`src/rtl/regfile_wb_ctrl_pkg.sv`:
```
// regfile_wb_ctrl_pkg: shared defaults and encodings for the register-file write-side controller.
// Contents: DW/AW/QDEPTH defaults, zero-register index, entry valid encodings, reset-active level.
package regfile_wb_ctrl_pkg;
   localparam int DW_DEF     = 32;
   localparam int AW_DEF     = 5;
   localparam int QDEPTH_DEF = 2;
   localparam int ZERO_REG   = 0;
   localparam logic VALID      = 1'b1;
   localparam logic INVALID    = 1'b0;
   localparam logic RST_ACTIVE = 1'b0;
endpackage

```
`src/rtl/regfile_wb_ctrl_wb_queue.sv`:
```
// wb_queue: QDEPTH-entry FIFO of {valid, addr, data} for multi-cycle results.
// Ports: clk, rst (async active-low); push_i/push_addr_i/push_data_i; pop_i;
//        kill_en_i/kill_addr_i invalidate matching entries; head_*_o; full_o/empty_o;
//        ent_*_o expose every slot, index 0 = head (oldest).
module wb_queue
   import regfile_wb_ctrl_pkg::*;
#(
   parameter int DW     = DW_DEF,
   parameter int AW     = AW_DEF,
   parameter int QDEPTH = QDEPTH_DEF
) (
   input  logic              clk,
   input  logic              rst,
   input  logic              push_i,
   input  logic [AW-1:0]     push_addr_i,
   input  logic [DW-1:0]     push_data_i,
   input  logic              pop_i,
   input  logic              kill_en_i,
   input  logic [AW-1:0]     kill_addr_i,
   output logic              head_valid_o,
   output logic [AW-1:0]     head_addr_o,
   output logic [DW-1:0]     head_data_o,
   output logic              full_o,
   output logic              empty_o,
   output logic [QDEPTH-1:0] ent_valid_o,
   output logic [AW-1:0]     ent_addr_o [QDEPTH],
   output logic [DW-1:0]     ent_data_o [QDEPTH]
);
   localparam int CW = $clog2(QDEPTH + 1);
   logic [QDEPTH-1:0] v_q, v_d;
   logic [AW-1:0]     a_q [QDEPTH];
   logic [AW-1:0]     a_d [QDEPTH];
   logic [DW-1:0]     d_q [QDEPTH];
   logic [DW-1:0]     d_d [QDEPTH];
   logic [CW-1:0]     count_q, count_d, widx;
   // Shift-down organisation: slot 0 is always the head, so the forwarding
   // search sees entries in age order without pointer arithmetic.
   always_comb begin
      v_d = v_q;
      a_d = a_q;
      d_d = d_q;
      widx = count_q - CW'(pop_i);
      if (pop_i) begin
         for (int i = 0; i < QDEPTH - 1; i++) begin
            v_d[i] = v_q[i+1];
            a_d[i] = a_q[i+1];
            d_d[i] = d_q[i+1];
         end
         v_d[QDEPTH-1] = INVALID;
      end
      // Killed slots stay occupied; only their valid bit drops.
      for (int i = 0; i < QDEPTH; i++)
         if (kill_en_i && a_d[i] == kill_addr_i) v_d[i] = INVALID;
      for (int i = 0; i < QDEPTH; i++)
         if (push_i && CW'(i) == widx) begin
            v_d[i] = VALID;
            a_d[i] = push_addr_i;
            d_d[i] = push_data_i;
         end
      count_d = count_q + CW'(push_i) - CW'(pop_i);
   end
   always_ff @(posedge clk or negedge rst) begin
      if (!rst) begin
         v_q     <= '0;
         count_q <= '0;
         for (int i = 0; i < QDEPTH; i++) begin
            a_q[i] <= '0;
            d_q[i] <= '0;
         end
      end else begin
         v_q     <= v_d;
         a_q     <= a_d;
         d_q     <= d_d;
         count_q <= count_d;
      end
   end
   assign head_valid_o = v_q[0];
   assign head_addr_o  = a_q[0];
   assign head_data_o  = d_q[0];
   assign full_o       = count_q == CW'(QDEPTH);
   assign empty_o      = count_q == '0;
   assign ent_valid_o  = v_q;
   assign ent_addr_o   = a_q;
   assign ent_data_o   = d_q;
endmodule

```
`src/rtl/regfile_wb_ctrl.sv`:
```
// regfile_wb_ctrl: merges pipeline write-back and queued multi-cycle results onto one register-file write port.
// Ports: clk, rst (async active-low); p_* pipeline results (always accepted);
//        m_valid/m_ready/m_* multi-cycle handshake; we/waddr/wdata registered write port;
//        fa_*/fb_* forwarding lookups; busy = queue non-empty or we.
// Build option: REGFILE_WB_FWD_EN enables the forwarding search; otherwise lookups return 0.
module regfile_wb_ctrl
   import regfile_wb_ctrl_pkg::*;
#(
   parameter int DW     = DW_DEF,
   parameter int AW     = AW_DEF,
   parameter int QDEPTH = QDEPTH_DEF
) (
   input  logic          clk,
   input  logic          rst,
   input  logic          p_valid,
   input  logic [AW-1:0] p_waddr,
   input  logic [DW-1:0] p_wdata,
   input  logic          m_valid,
   output logic          m_ready,
   input  logic [AW-1:0] m_waddr,
   input  logic [DW-1:0] m_wdata,
   output logic          we,
   output logic [AW-1:0] waddr,
   output logic [DW-1:0] wdata,
   input  logic [AW-1:0] fa_addr,
   output logic          fa_hit,
   output logic [DW-1:0] fa_data,
   input  logic [AW-1:0] fb_addr,
   output logic          fb_hit,
   output logic [DW-1:0] fb_data,
   output logic          busy
);
   localparam logic [AW-1:0] ZR = AW'(ZERO_REG);
   logic          we_q, we_d;
   logic [AW-1:0] waddr_q, waddr_d;
   logic [DW-1:0] wdata_q, wdata_d;
   logic          p_wr, m_acc, m_live, pop, bypass, push;
   logic          head_valid, full, empty;
   logic [AW-1:0] head_addr;
   logic [DW-1:0] head_data;
   logic [QDEPTH-1:0] ev;
   logic [AW-1:0]     ea [QDEPTH];
   logic [DW-1:0]     ed [QDEPTH];
   // Slot availability comes from the registered count only, and the port is
   // closed for the whole time reset is held.
   assign m_ready = (rst != RST_ACTIVE) && !full;
   assign m_acc   = m_valid && m_ready;
   assign m_live  = m_acc && m_waddr != ZR;
   assign p_wr    = p_valid && p_waddr != ZR;
   assign pop     = !p_wr && !empty;
   assign bypass  = !p_wr && empty && m_live;
   // A same-cycle m write to the pipeline's destination is older and is dropped.
   assign push    = m_live && !bypass && !(p_wr && m_waddr == p_waddr);
   wb_queue #(.DW(DW), .AW(AW), .QDEPTH(QDEPTH)) u_queue (
      .clk         (clk),
      .rst         (rst),
      .push_i      (push),
      .push_addr_i (m_waddr),
      .push_data_i (m_wdata),
      .pop_i       (pop),
      .kill_en_i   (p_wr),
      .kill_addr_i (p_waddr),
      .head_valid_o(head_valid),
      .head_addr_o (head_addr),
      .head_data_o (head_data),
      .full_o      (full),
      .empty_o     (empty),
      .ent_valid_o (ev),
      .ent_addr_o  (ea),
      .ent_data_o  (ed)
   );
   // A popped killed entry issues nothing; address/data hold.
   always_comb begin
      we_d    = p_wr || (pop && head_valid) || bypass;
      waddr_d = p_wr ? p_waddr : (pop && head_valid) ? head_addr : bypass ? m_waddr : waddr_q;
      wdata_d = p_wr ? p_wdata : (pop && head_valid) ? head_data : bypass ? m_wdata : wdata_q;
   end
   always_ff @(posedge clk or negedge rst) begin
      if (!rst) begin
         we_q    <= 1'b0;
         waddr_q <= '0;
         wdata_q <= '0;
      end else begin
         we_q    <= we_d;
         waddr_q <= waddr_d;
         wdata_q <= wdata_d;
      end
   end
   assign we    = we_q;
   assign waddr = waddr_q;
   assign wdata = wdata_q;
   assign busy  = !empty || we_q;
`ifdef REGFILE_WB_FWD_EN
   // Oldest first so later (younger) matches override: output register, then head..tail.
   always_comb begin
      fa_hit  = we_q && waddr_q == fa_addr && fa_addr != ZR;
      fa_data = fa_hit ? wdata_q : '0;
      fb_hit  = we_q && waddr_q == fb_addr && fb_addr != ZR;
      fb_data = fb_hit ? wdata_q : '0;
      for (int i = 0; i < QDEPTH; i++) begin
         if (ev[i] && ea[i] == fa_addr && fa_addr != ZR) begin
            fa_hit  = 1'b1;
            fa_data = ed[i];
         end
         if (ev[i] && ea[i] == fb_addr && fb_addr != ZR) begin
            fb_hit  = 1'b1;
            fb_data = ed[i];
         end
      end
   end
`else
   logic unused_fwd;
   always_comb begin
      unused_fwd = ^{fa_addr, fb_addr, ev};
      for (int i = 0; i < QDEPTH; i++) unused_fwd = unused_fwd ^ (^ea[i]) ^ (^ed[i]);
   end
   assign fa_hit  = 1'b0;
   assign fa_data = '0;
   assign fb_hit  = 1'b0;
   assign fb_data = '0;
`endif
endmodule

```
`config.mk`:
```
export PLATFORM = sky130hd
export DESIGN_NAME = regfile_wb_ctrl
export DESIGN_NICKNAME = d
export VERILOG_FILES = /design/src/rtl/regfile_wb_ctrl_pkg.sv /design/src/rtl/regfile_wb_ctrl_wb_queue.sv /design/src/rtl/regfile_wb_ctrl.sv
export SDC_FILE = /design/constraint.sdc
export NUM_CORES = 1
export LEC_CHECK = 0
export CAP_MARGIN = 40
export CORE_MARGIN = 4
export CORE_UTILIZATION = 37
export CTS_BUF_LIST = sky130_fd_sc_hd__clkbuf_16
export CTS_CLUSTER_DIAMETER = 30
export CTS_CLUSTER_SIZE = 25
export DETAILED_ROUTE_END_ITERATION = 7
export PLACE_DENSITY_LB_ADDON = 0.08
export SLEW_MARGIN = 25
export SYNTH_ARGS = -nofsm -noshare
export SYNTH_HDL_FRONTEND = slang
export SYNTH_SLANG_ARGS = --single-unit
```
`constraint.sdc`:
```
create_clock -name clk -period 2 [get_ports clk]
set_input_delay 0.4 -clock clk [delete_from_list [all_inputs] [get_ports clk]]
set_output_delay 0.4 -clock clk [all_outputs]
set_load 0.02 [all_outputs]
```
==> flow_metrics.env, run 1 <==
export IMPL_wl_met1_mm=7.430
export IMPL_grt_first_pass_wirelength_mm=24.74
export IMPL_avgSynthCellArea_sq_um=11.36
export IMPL_ys_types=35
export IMPL_ys_flop_type="dfrtp_1"
export IMPL_hold_class="in2async"
export IMPL_fp_coreArea_sq_um=16820
export IMPL_rows=47
export IMPL_place_area_sq_um=7880
export IMPL_cp_top_family="buffers and inverters"
export IMPL_ys_async_sr_fraction_pct=100.0
export IMPL_ios=194
export IMPL_arrival_ns=2.57
export IMPL_antenna_left=0
export IMPL_cts_sinks=116
export IMPL_critPathMaxStageDelay_ns=0.54
export IMPL_portBuffers=117
export IMPL_slowest_stage="or4_4"
export IMPL_yosysSeqAreaShare_pct=45.22
export IMPL_clk_pin_slew_ns=0.06
export IMPL_nNetsFinal=825
export IMPL_synth_cells=565
export IMPL_layout_common_cells="dfrtp_1 (114), clkdlybuf4s50_1 (107), mux2_2 (71)"
export IMPL_clk_latency_ns=0.41
export IMPL_cts_tree="done"
export IMPL_fin_crit_ns=2.279
export IMPL_dr_wl_met2_mm=7.902
export IMPL_leakage_nw=4.359
export IMPL_grt_usage_pct=15.64
export IMPL_skew_ns=0.008346
export IMPL_dieHeight_microns=139.7
export IMPL_synth_edf_count=0
export IMPL_die_area_sq_um=19520
export IMPL_start_kind="input pin"
export IMPL_cts_root_buffer="clkbuf_16"
export IMPL_rsz0062_at_grt="true"
export IMPL_max_cap_viol_count=0
export IMPL_avgRoutedWirePerCell_microns=17.07
export IMPL_synth_seq_cells=116
export IMPL_worstMarginPinSlew_ns=0.5788
export IMPL_start_util_pct=38.16
export IMPL_ys_warn_count=0
export IMPL_hold_buffers=0
export IMPL_gr_total_overflow=0
export IMPL_die_x_microns=139.7
export IMPL_fillers=1476
export IMPL_diodes=0
export IMPL_p_per_area_nw_per_um2=1415
export IMPL_cp_num_buf_inv=5
export IMPL_fmax_ghz=0.4388
export IMPL_setup_slack_ns=-0.2788
export IMPL_gp_congestion=0.8186
export IMPL_finalSetupViolations=75
export IMPL_antenna_found_initial=0
export IMPL_grt_pass1_vias=4593
export IMPL_highest_layer="met4"
export IMPL_crit_path_end_kind="flop"
export IMPL_fin_crit_sh_pct=113.9
export IMPL_clockBufferDepth=2
export IMPL_firstDrtPassIters=4
export IMPL_htree_levels=4
export IMPL_layout_commonest_cell="dfrtp_1"
export IMPL_first_iter_violations=139
export IMPL_relSlewSlack_pct=61.42
export IMPL_path_class="in2reg"
export IMPL_dpl_worst_slack_ns=-0.9350
export IMPL_grt_max_degree=44
export IMPL_drive_gt1_share_pct=31.82
export IMPL_final_area_sq_um=9064
export IMPL_syn_area_sq_um=6419
export IMPL_numCtsBuffers=17
export IMPL_violations="negative setup slack"
export IMPL_maxSlewViolCount=0
export IMPL_finalWirelength_mm=16.52
export IMPL_dpl_hpwl_mm=10.49
export IMPL_crit_chain="buf_6, or4_4, o21ai_4, o21ai_4, inv_4, ha_4, xnor2_4, o2111ai_4, buf_12, buf_8, buf_12, mux2_4"
export IMPL_vias_per_cell=4.654
export IMPL_dr_wl_met3_mm=1.057
export IMPL_syn_to_final_growth_pct=41.21
export IMPL_worst_path_max_fanout=5
export IMPL_max_vdd_ir_drop_mv=0.6940
export IMPL_drc=0
export IMPL_hold_violations=0
export IMPL_status="finished, violations left"
export IMPL_worstPathRequired_ns=2.29
export IMPL_vias=4505
export IMPL_whs_ns=0.08945
## flip-flops by register name (all words and copies together), names as in the netlist
signal,cells
u_queue.head_addr_o,5
u_queue.ent_data_o,32
u_queue.ent_addr_o,5
u_queue.ent_valid_o,2
waddr,5
u_queue.head_data_o,32
wdata,32
u_queue.count_q,2
we,1
## cell usage after synthesis, types with 2 or more instances
cell	count	area, sq um
o2111ai_2	2	30.03
nor2_1	39	146.4
o21ai_0	39	195.2
nor3_1	3	15.01
clkbuf_1	9	33.78
a21oi_1	37	185.2
and2_1	2	12.51
buf_1	2	7.510
buf_2	11	55.05
mux2_4	38	570.6
buf_4	68	510.5
xor2_1	8	70.07
inv_1	4	15.01
o21a_1	2	15.01
ha_1	2	25.02
buf_6	8	90.09
nand3_1	3	15.01
mux2i_1	37	370.4
mux2_2	73	822.0
nand2_1	40	150.1
dfrtp_1	116	2903
xnor2_1	9	78.83
## layout make-up
| type | instances | area [sq um] | area share, % |
|---|---|---|---|
| Clock inverter | 15 | 187.7 | 2.071 |
| Sequential cell | 116 | 2905 | 32.05 |
| Timing Repair Buffer | 185 | 2077 | 22.92 |
| Inverter | 5 | 21.27 | 0.2347 |
| Tap cell | 220 | 275.3 | 3.037 |
| Clock buffer | 17 | 425.4 | 4.694 |
| Multi-Input combinational cell | 410 | 3172 | 34.99 |
## metal layers
| layer | up-vias | track usage (%) |
|---|---|---|
| li1 | 2164 | - |
| met1 | 2198 | 20.86 |
| met2 | 134 | 25.45 |
| met3 | 9 | 4.048 |
| met4 | 0 | 4.029 |
| met5 | - | 0 |
## kinds of logic (layout without fill, tap and decap cells)
family	Yosys count	count (layout)	share of synthesized area, %
simple gates	93	93	5.945
mux	148	148	27.47
xor+xnor	17	17	2.320
compound gates	84	84	7.349
buf+inv	104	222	11.25
flops	116	116	45.22
fa+ha+maj	2	2	0.3898
other cells	1	66	0.05842
## worst paths after layout
kind,startpoint,slack (ns),cells after the start,endpoint
max,p_waddr[2],-0.28,12,u_queue.ent_data_o[31]$_DFFE_PN0P_
min,rst,0.09,2,u_queue.head_data_o[1]$_DFFE_PN0P_
max reg2reg,u_queue.count_q[1]$_DFF_PN0_,-0.16,10,u_queue.ent_data_o[31]$_DFFE_PN0P_
min reg2reg,wdata[0]$_DFFE_PN0P_,0.48,2,wdata[0]$_DFFE_PN0P_
max in group asynchronous,rst,1.33,3,u_queue.count_q[0]$_DFF_PN0_
min in group clk,p_waddr[1],0.41,4,waddr[1]$_DFFE_PN0P_
## per-stage QoR
| step | total power (W) | utilization, % | setup TNS [ns] | instances |
|---|---|---|---|---|
| floorplan | 0.007473 | - | -32.73 | 630 |
| global placement | 0.008915 | 46.73 | -85.88 | 905 |
| detailed placement | 0.009078 | 46.85 | -90.06 | 906 |
| CTS | 0.01256 | 52.04 | -14.73 | 951 |
| global route | 0.01355 | 53.89 | -19.89 | 968 |
| finish | 0.01282 | 53.89 | -16.29 | 968 |
## timing repair
action,in CTS,in global routing
setup endpoints to repair,118,114
cloned,5,5
gates resized for setup,41,18
pin swaps,5,7
buffers inserted,10,14
## report_power, final
part           switching, W  internal (W)  leakage [nW]
Sequential         0.000617       0.00345          1.42
Combinational       0.00231       0.00327          2.64
Clock               0.00110       0.00207         0.294
Total               0.00404       0.00879          4.36
Note: power is estimated with default switching activity, not from simulation.
==> run 2, diff against run 1 <==
Settings changed: ABC_CLOCK_PERIOD_IN_PS set to 2000, CELL_PAD_IN_SITES_DETAIL_PLACEMENT set to 0, CELL_PAD_IN_SITES_GLOBAL_PLACEMENT set to 1, CORE_MARGIN 4 to 5, CORE_UTILIZATION 37 to 33.
==> flow_metrics.env, run 2 (synthesis gave the netlist of run 1 again) <==
export IMPL_numCtsBuffers=17
export IMPL_antenna_left=0
export IMPL_crit_top_cell="buf_6"
export IMPL_fmax_ghz=0.4309
export IMPL_grt_usage_pct=15.37
export IMPL_avgRoutedWirePerCell_microns=17.36
export IMPL_cts_tree="done"
export IMPL_hold_class="in2async"
export IMPL_cp_num_buf_inv=5
export IMPL_max_cap_viol_count=0
export IMPL_p_per_area_nw_per_um2=1392
export IMPL_tns_ns=-20.78
export IMPL_grt_max_degree=42
export IMPL_htree_levels=4
export IMPL_ios=194
export IMPL_dpl_hpwl_mm=11.48
export IMPL_relSlewSlack_pct=61.16
export IMPL_skew_ns=0.006892
export IMPL_dieHeight_microns=149.5
export IMPL_antenna_found_initial=0
export IMPL_grt_first_pass_wirelength_mm=26.71
export IMPL_diodes=0
export IMPL_fin_crit_ns=2.321
export IMPL_arrival_ns=2.61
export IMPL_fin_crit_sh_pct=116.0
export IMPL_nNetsFinal=826
export IMPL_finalWirelength_mm=17.60
export IMPL_clk_latency_ns=0.40
export IMPL_cts_sinks=116
export IMPL_cp_top_family="buffers and inverters"
export IMPL_die_area_sq_um=22340
export IMPL_syn_to_final_growth_pct=41.64
export IMPL_drive_gt1_share_pct=31.24
export IMPL_drc=0
export IMPL_clk_pin_slew_ns=0.06
export IMPL_max_vdd_ir_drop_mv=0.6569
export IMPL_worstPathRequired_ns=2.29
export IMPL_firstDrtPassIters=4
export IMPL_portBuffers=117
export IMPL_worstMarginPinSlew_ns=0.5827
export IMPL_gr_total_overflow=0
export IMPL_whs_ns=0.1061
export IMPL_clockBufferDepth=2
export IMPL_fp_coreArea_sq_um=19330
export IMPL_rsz0062_at_grt="true"
export IMPL_rrSetupSlack_ns=-0.17
export IMPL_path_class="in2reg"
export IMPL_rows=51
export IMPL_layout_common_cells="dfrtp_1 (114), clkdlybuf4s50_1 (109), mux2_2 (72)"
export IMPL_start_kind="input pin"
export IMPL_maxSlewViolCount=0
export IMPL_layout_commonest_cell="dfrtp_1"
export IMPL_vias=4541
export IMPL_violations="negative setup slack"
export IMPL_place_area_sq_um=7961
export IMPL_start_util_pct=33.20
export IMPL_die_x_microns=149.5
export IMPL_first_iter_violations=90
export IMPL_slowest_stage="or4_4"
export IMPL_crit_chain="buf_6, or4_4, o21ai_4, o21ai_4, clkinv_2, ha_4, xnor2_4, buf_6, o2111ai_4, buf_6, buf_16, mux2_4"
export IMPL_gp_congestion=0.7667
export IMPL_cts_root_buffer="clkbuf_16"
export IMPL_critPathMaxStageDelay_ns=0.55
export IMPL_leakage_nw=4.358
export IMPL_vias_per_cell=4.478
export IMPL_status="finished, violations left"
export IMPL_hold_violations=0
export IMPL_final_core_util_pct=47.02
export IMPL_fin_total_pwr_w=0.01265
export IMPL_finalSetupViolations=76
export IMPL_setup_slack_ns=-0.3206
export IMPL_worst_path_max_fanout=5
export IMPL_grt_pass1_vias=4865
export IMPL_crit_path_end_kind="flop"
export IMPL_final_area_sq_um=9091
[run 2: cell type report]
| cell class | count | area (sq um) |
|---|---|---|
| clock buffers | 17 | 425.4 |
| clock inverters | 15 | 148.9 |
| fillers | 1805 | 10240 |
| inverters | 5 | 22.52 |
| multi-input cells | 410 | 3167 |
| flip-flops and latches | 116 | 2905 |
| well taps | 265 | 331.6 |
| repair buffers | 186 | 2091 |
[run 2: routing by layer]
metal | wire length [microns] | track usage [%] | up-vias
met5 | 0 | 0 | -
met4 | 211 | 5.126 | 0
met3 | 1186 | 5.027 | 17
met2 | 8572 | 25.00 | 117
met1 | 7632 | 19.34 | 2242
li1 | - | - | 2165
[run 2: per-stage QoR]
stage	worst slack (ns)	cells
5_1_grt	-0.3581	1014
3_5_place_dp	-0.9553	956
6_report	-0.3206	1014
4_1_cts	-0.2950	1007
3_3_place_gp	-0.8819	955
2_1_floorplan	-0.4622	630
[run 2: what timing repair did]
item,in CTS,in global routing
gates cloned,6,4
resized for setup,59,8
setup buffers,14,3
hold buffers,0,0
endpoints found under the setup margin,118,111
pin swaps,5,2
[run 2: final timing paths]
kind	startpoint	end	depth (start not counted)
setup / recovery	p_waddr[3]	u_queue.ent_data_o[1]$_DFFE_PN0P_	12
hold / removal	rst	wdata[2]$_DFFE_PN0P_	2
setup reg to reg	u_queue.count_q[1]$_DFF_PN0_	u_queue.ent_data_o[1]$_DFFE_PN0P_	9
hold reg to reg	wdata[31]$_DFFE_PN0P_	wdata[31]$_DFFE_PN0P_	2
max in group asynchronous	rst	u_queue.head_data_o[16]$_DFFE_PN0P_	3
min in group clk	p_waddr[3]	waddr[3]$_DFFE_PN0P_	4
[run 2: report_power, final]
part	leakage [nW]	total (W)	switching, W	internal, W
clock	0.292	0.00298	0.00106	0.00192
combinational	2.64	0.00559	0.00232	0.00326
sequential	1.42	0.00409	0.000634	0.00345
total	4.36	0.0127	0.00402	0.00863
==> run 3, diff against run 2 <==
Settings changed: CORE_UTILIZATION 33 to 34, CTS_BUF_LIST sky130_fd_sc_hd__clkbuf_16 to sky130_fd_sc_hd__clkbuf_4.
==> flow_metrics.env, run 3 (synthesis gave the netlist of run 1 again) <==
export IMPL_status="finished, violations left"
export IMPL_violations="negative setup slack"
export IMPL_antenna_found_initial=0
export IMPL_dpl_hpwl_mm=10.93
export IMPL_hold_class="in2async"
export IMPL_clk_pin_slew_ns=0.10
export IMPL_p_per_area_nw_per_um2=1290
export IMPL_hold_violations=0
export IMPL_path_class="in2reg"
export IMPL_dieHeight_microns=147.4
export IMPL_cts_root_buffer="clkbuf_4"
export IMPL_max_vdd_ir_drop_mv=0.4671
export IMPL_layout_common_cells="dfrtp_1 (114), clkdlybuf4s50_1 (100), mux2_2 (72)"
export IMPL_fin_total_pwr_w=0.01094
export IMPL_cts_sinks=116
export IMPL_grt_max_degree=113
export IMPL_avgRoutedWirePerCell_microns=16.78
export IMPL_crit_path_end_kind="flop"
export IMPL_grt_usage_pct=15.42
export IMPL_relSlewSlack_pct=57.65
export IMPL_vias_per_cell=4.613
export IMPL_clk_latency_ns=0.51
export IMPL_drc=0
export IMPL_rows=50
export IMPL_htree_levels=4
export IMPL_drive_gt1_share_pct=29.70
export IMPL_dp_cells=918
export IMPL_maxSlewViolCount=0
export IMPL_clockBufferDepth=2
export IMPL_numCtsBuffers=17
export IMPL_start_kind="input pin"
export IMPL_finalSetupViolations=75
export IMPL_gr_total_overflow=0
export IMPL_fin_crit_ns=2.178
export IMPL_fmax_ghz=0.4590
export IMPL_layout_commonest_cell="dfrtp_1"
export IMPL_start_util_pct=34.43
export IMPL_max_cap_viol_count=0
export IMPL_fin_crit_sh_pct=108.9
export IMPL_gp_congestion=0.7847
export IMPL_skew_ns=0.01345
export IMPL_finalWirelength_mm=16.25
export IMPL_antenna_left=0
export IMPL_worstMarginPinSlew_ns=0.6352
export IMPL_final_instance_count_excl_fill=968
export IMPL_grt_pass1_vias=4877
export IMPL_vias=4465
export IMPL_final_core_util_pct=45.47
export IMPL_tns_ns=-10.21
export IMPL_grt_first_pass_wirelength_mm=26.65
export IMPL_ios=194
export IMPL_leakage_nw=4.178
export IMPL_worst_path_max_fanout=7
export IMPL_die_x_microns=147.4
export IMPL_fp_coreArea_sq_um=18640
export IMPL_die_area_sq_um=21730
export IMPL_rsz0062_at_grt="true"
export IMPL_portBuffers=117
export IMPL_diodes=0
export IMPL_firstDrtPassIters=4
export IMPL_nNetsFinal=811
export IMPL_worstPathRequired_ns=2.39
export IMPL_syn_to_final_growth_pct=32.07
export IMPL_arrival_ns=2.57
export IMPL_cts_tree="done"
export IMPL_setup_slack_ns=-0.1785
export IMPL_first_iter_violations=123
-- run 3: changes by cell type in the layout (fill, tap and decap cells not counted), sizes merged --
| cell | delta |
|---|---|
| buf | -12 |
| clkdlybuf4s50 | -9 |
| dlymetal6s2s | +8 |
| clkbuf | -2 |
| clkinv | +2 |
| inv | -2 |
| bufinv | -1 |
| dlymetal6s4s | +1 |
-- run 3: routing by layer --
layer / routed length (microns) / global-route usage, % / up-vias
li1: - / - / 2129
met1: 7176 / 19.24 / 2218
met2: 8200 / 26.41 / 105
met3: 707 / 4.598 / 13
met4: 162 / 3.635 / 0
met5: 0 / 0 / -
-- run 3: final cells by class --
| type | instances | area [sq um] |
|---|---|---|
| Multi-Input combinational cell | 410 | 3148 |
| Clock buffer | 18 | 135.1 |
| Clock inverter | 14 | 118.9 |
| Sequential cell | 116 | 2905 |
| Fill cell | 1774 | 10170 |
| Tap cell | 234 | 292.8 |
| Timing Repair Buffer | 171 | 1856 |
| Inverter | 5 | 21.27 |
-- run 3: where the power goes --
group / internal (W) / total [W] / switching (W)
clock: 0.000724 / 0.00160 / 0.000872
sequential: 0.00344 / 0.00405 / 0.000619
combinational: 0.00307 / 0.00528 / 0.00222
total: 0.00723 / 0.0109 / 0.00371
-- run 3: worst paths after layout --
check | startpoint | end | slack, ns | cells after the start
setup / recovery | p_waddr[2] | u_queue.ent_data_o[11]$_DFFE_PN0P_ | -0.18 | 12
hold / removal | rst | waddr[3]$_DFFE_PN0P_ | 0.05 | 2
setup reg to reg | u_queue.count_q[0]$_DFF_PN0_ | u_queue.ent_data_o[11]$_DFFE_PN0P_ | -0.07 | 9
hold reg to reg | wdata[2]$_DFFE_PN0P_ | wdata[2]$_DFFE_PN0P_ | 0.49 | 2
max in group asynchronous | rst | u_queue.ent_data_o[24]$_DFFE_PN0P_ | 1.30 | 2
min in group clk | p_waddr[3] | waddr[3]$_DFFE_PN0P_ | 0.31 | 4
-- run 3: metrics by stage --
step	cell area [sq um]	hold slack, ns	worst slack [ns]
3_5_place_dp	7883	0.3492	-0.9029
4_1_cts	8406	0.2394	-0.08188
6_report	8477	0.05004	-0.1785
3_3_place_gp	7883	0.3529	-0.8771
5_1_grt	8477	0.01599	-0.1419
2_1_floorplan	6759	0.1044	-0.4622
-- run 3: what timing repair did --
action / 4_1_cts / 5_1_grt
hold buffers: 1 / 0
gates cloned: 5 / 0
endpoints found under the setup margin: 79 / 87
resized for setup: 39 / 27
endpoints found under the hold margin: 38 / 0
buffers inserted: 9 / 6
pin swaps: 6 / 6
-- run 3: critical path, cell delays in order --
cell	delay (ns)
buf_6	0.09
or4_4	0.55
o21ai_4	0.19
o21ai_4	0.09
inv_4	0.07
ha_4	0.15
xnor2_4	0.13
buf_6	0.13
o2111ai_4	0.13
buf_12	0.19
buf_12	0.14
mux2_4	0.30
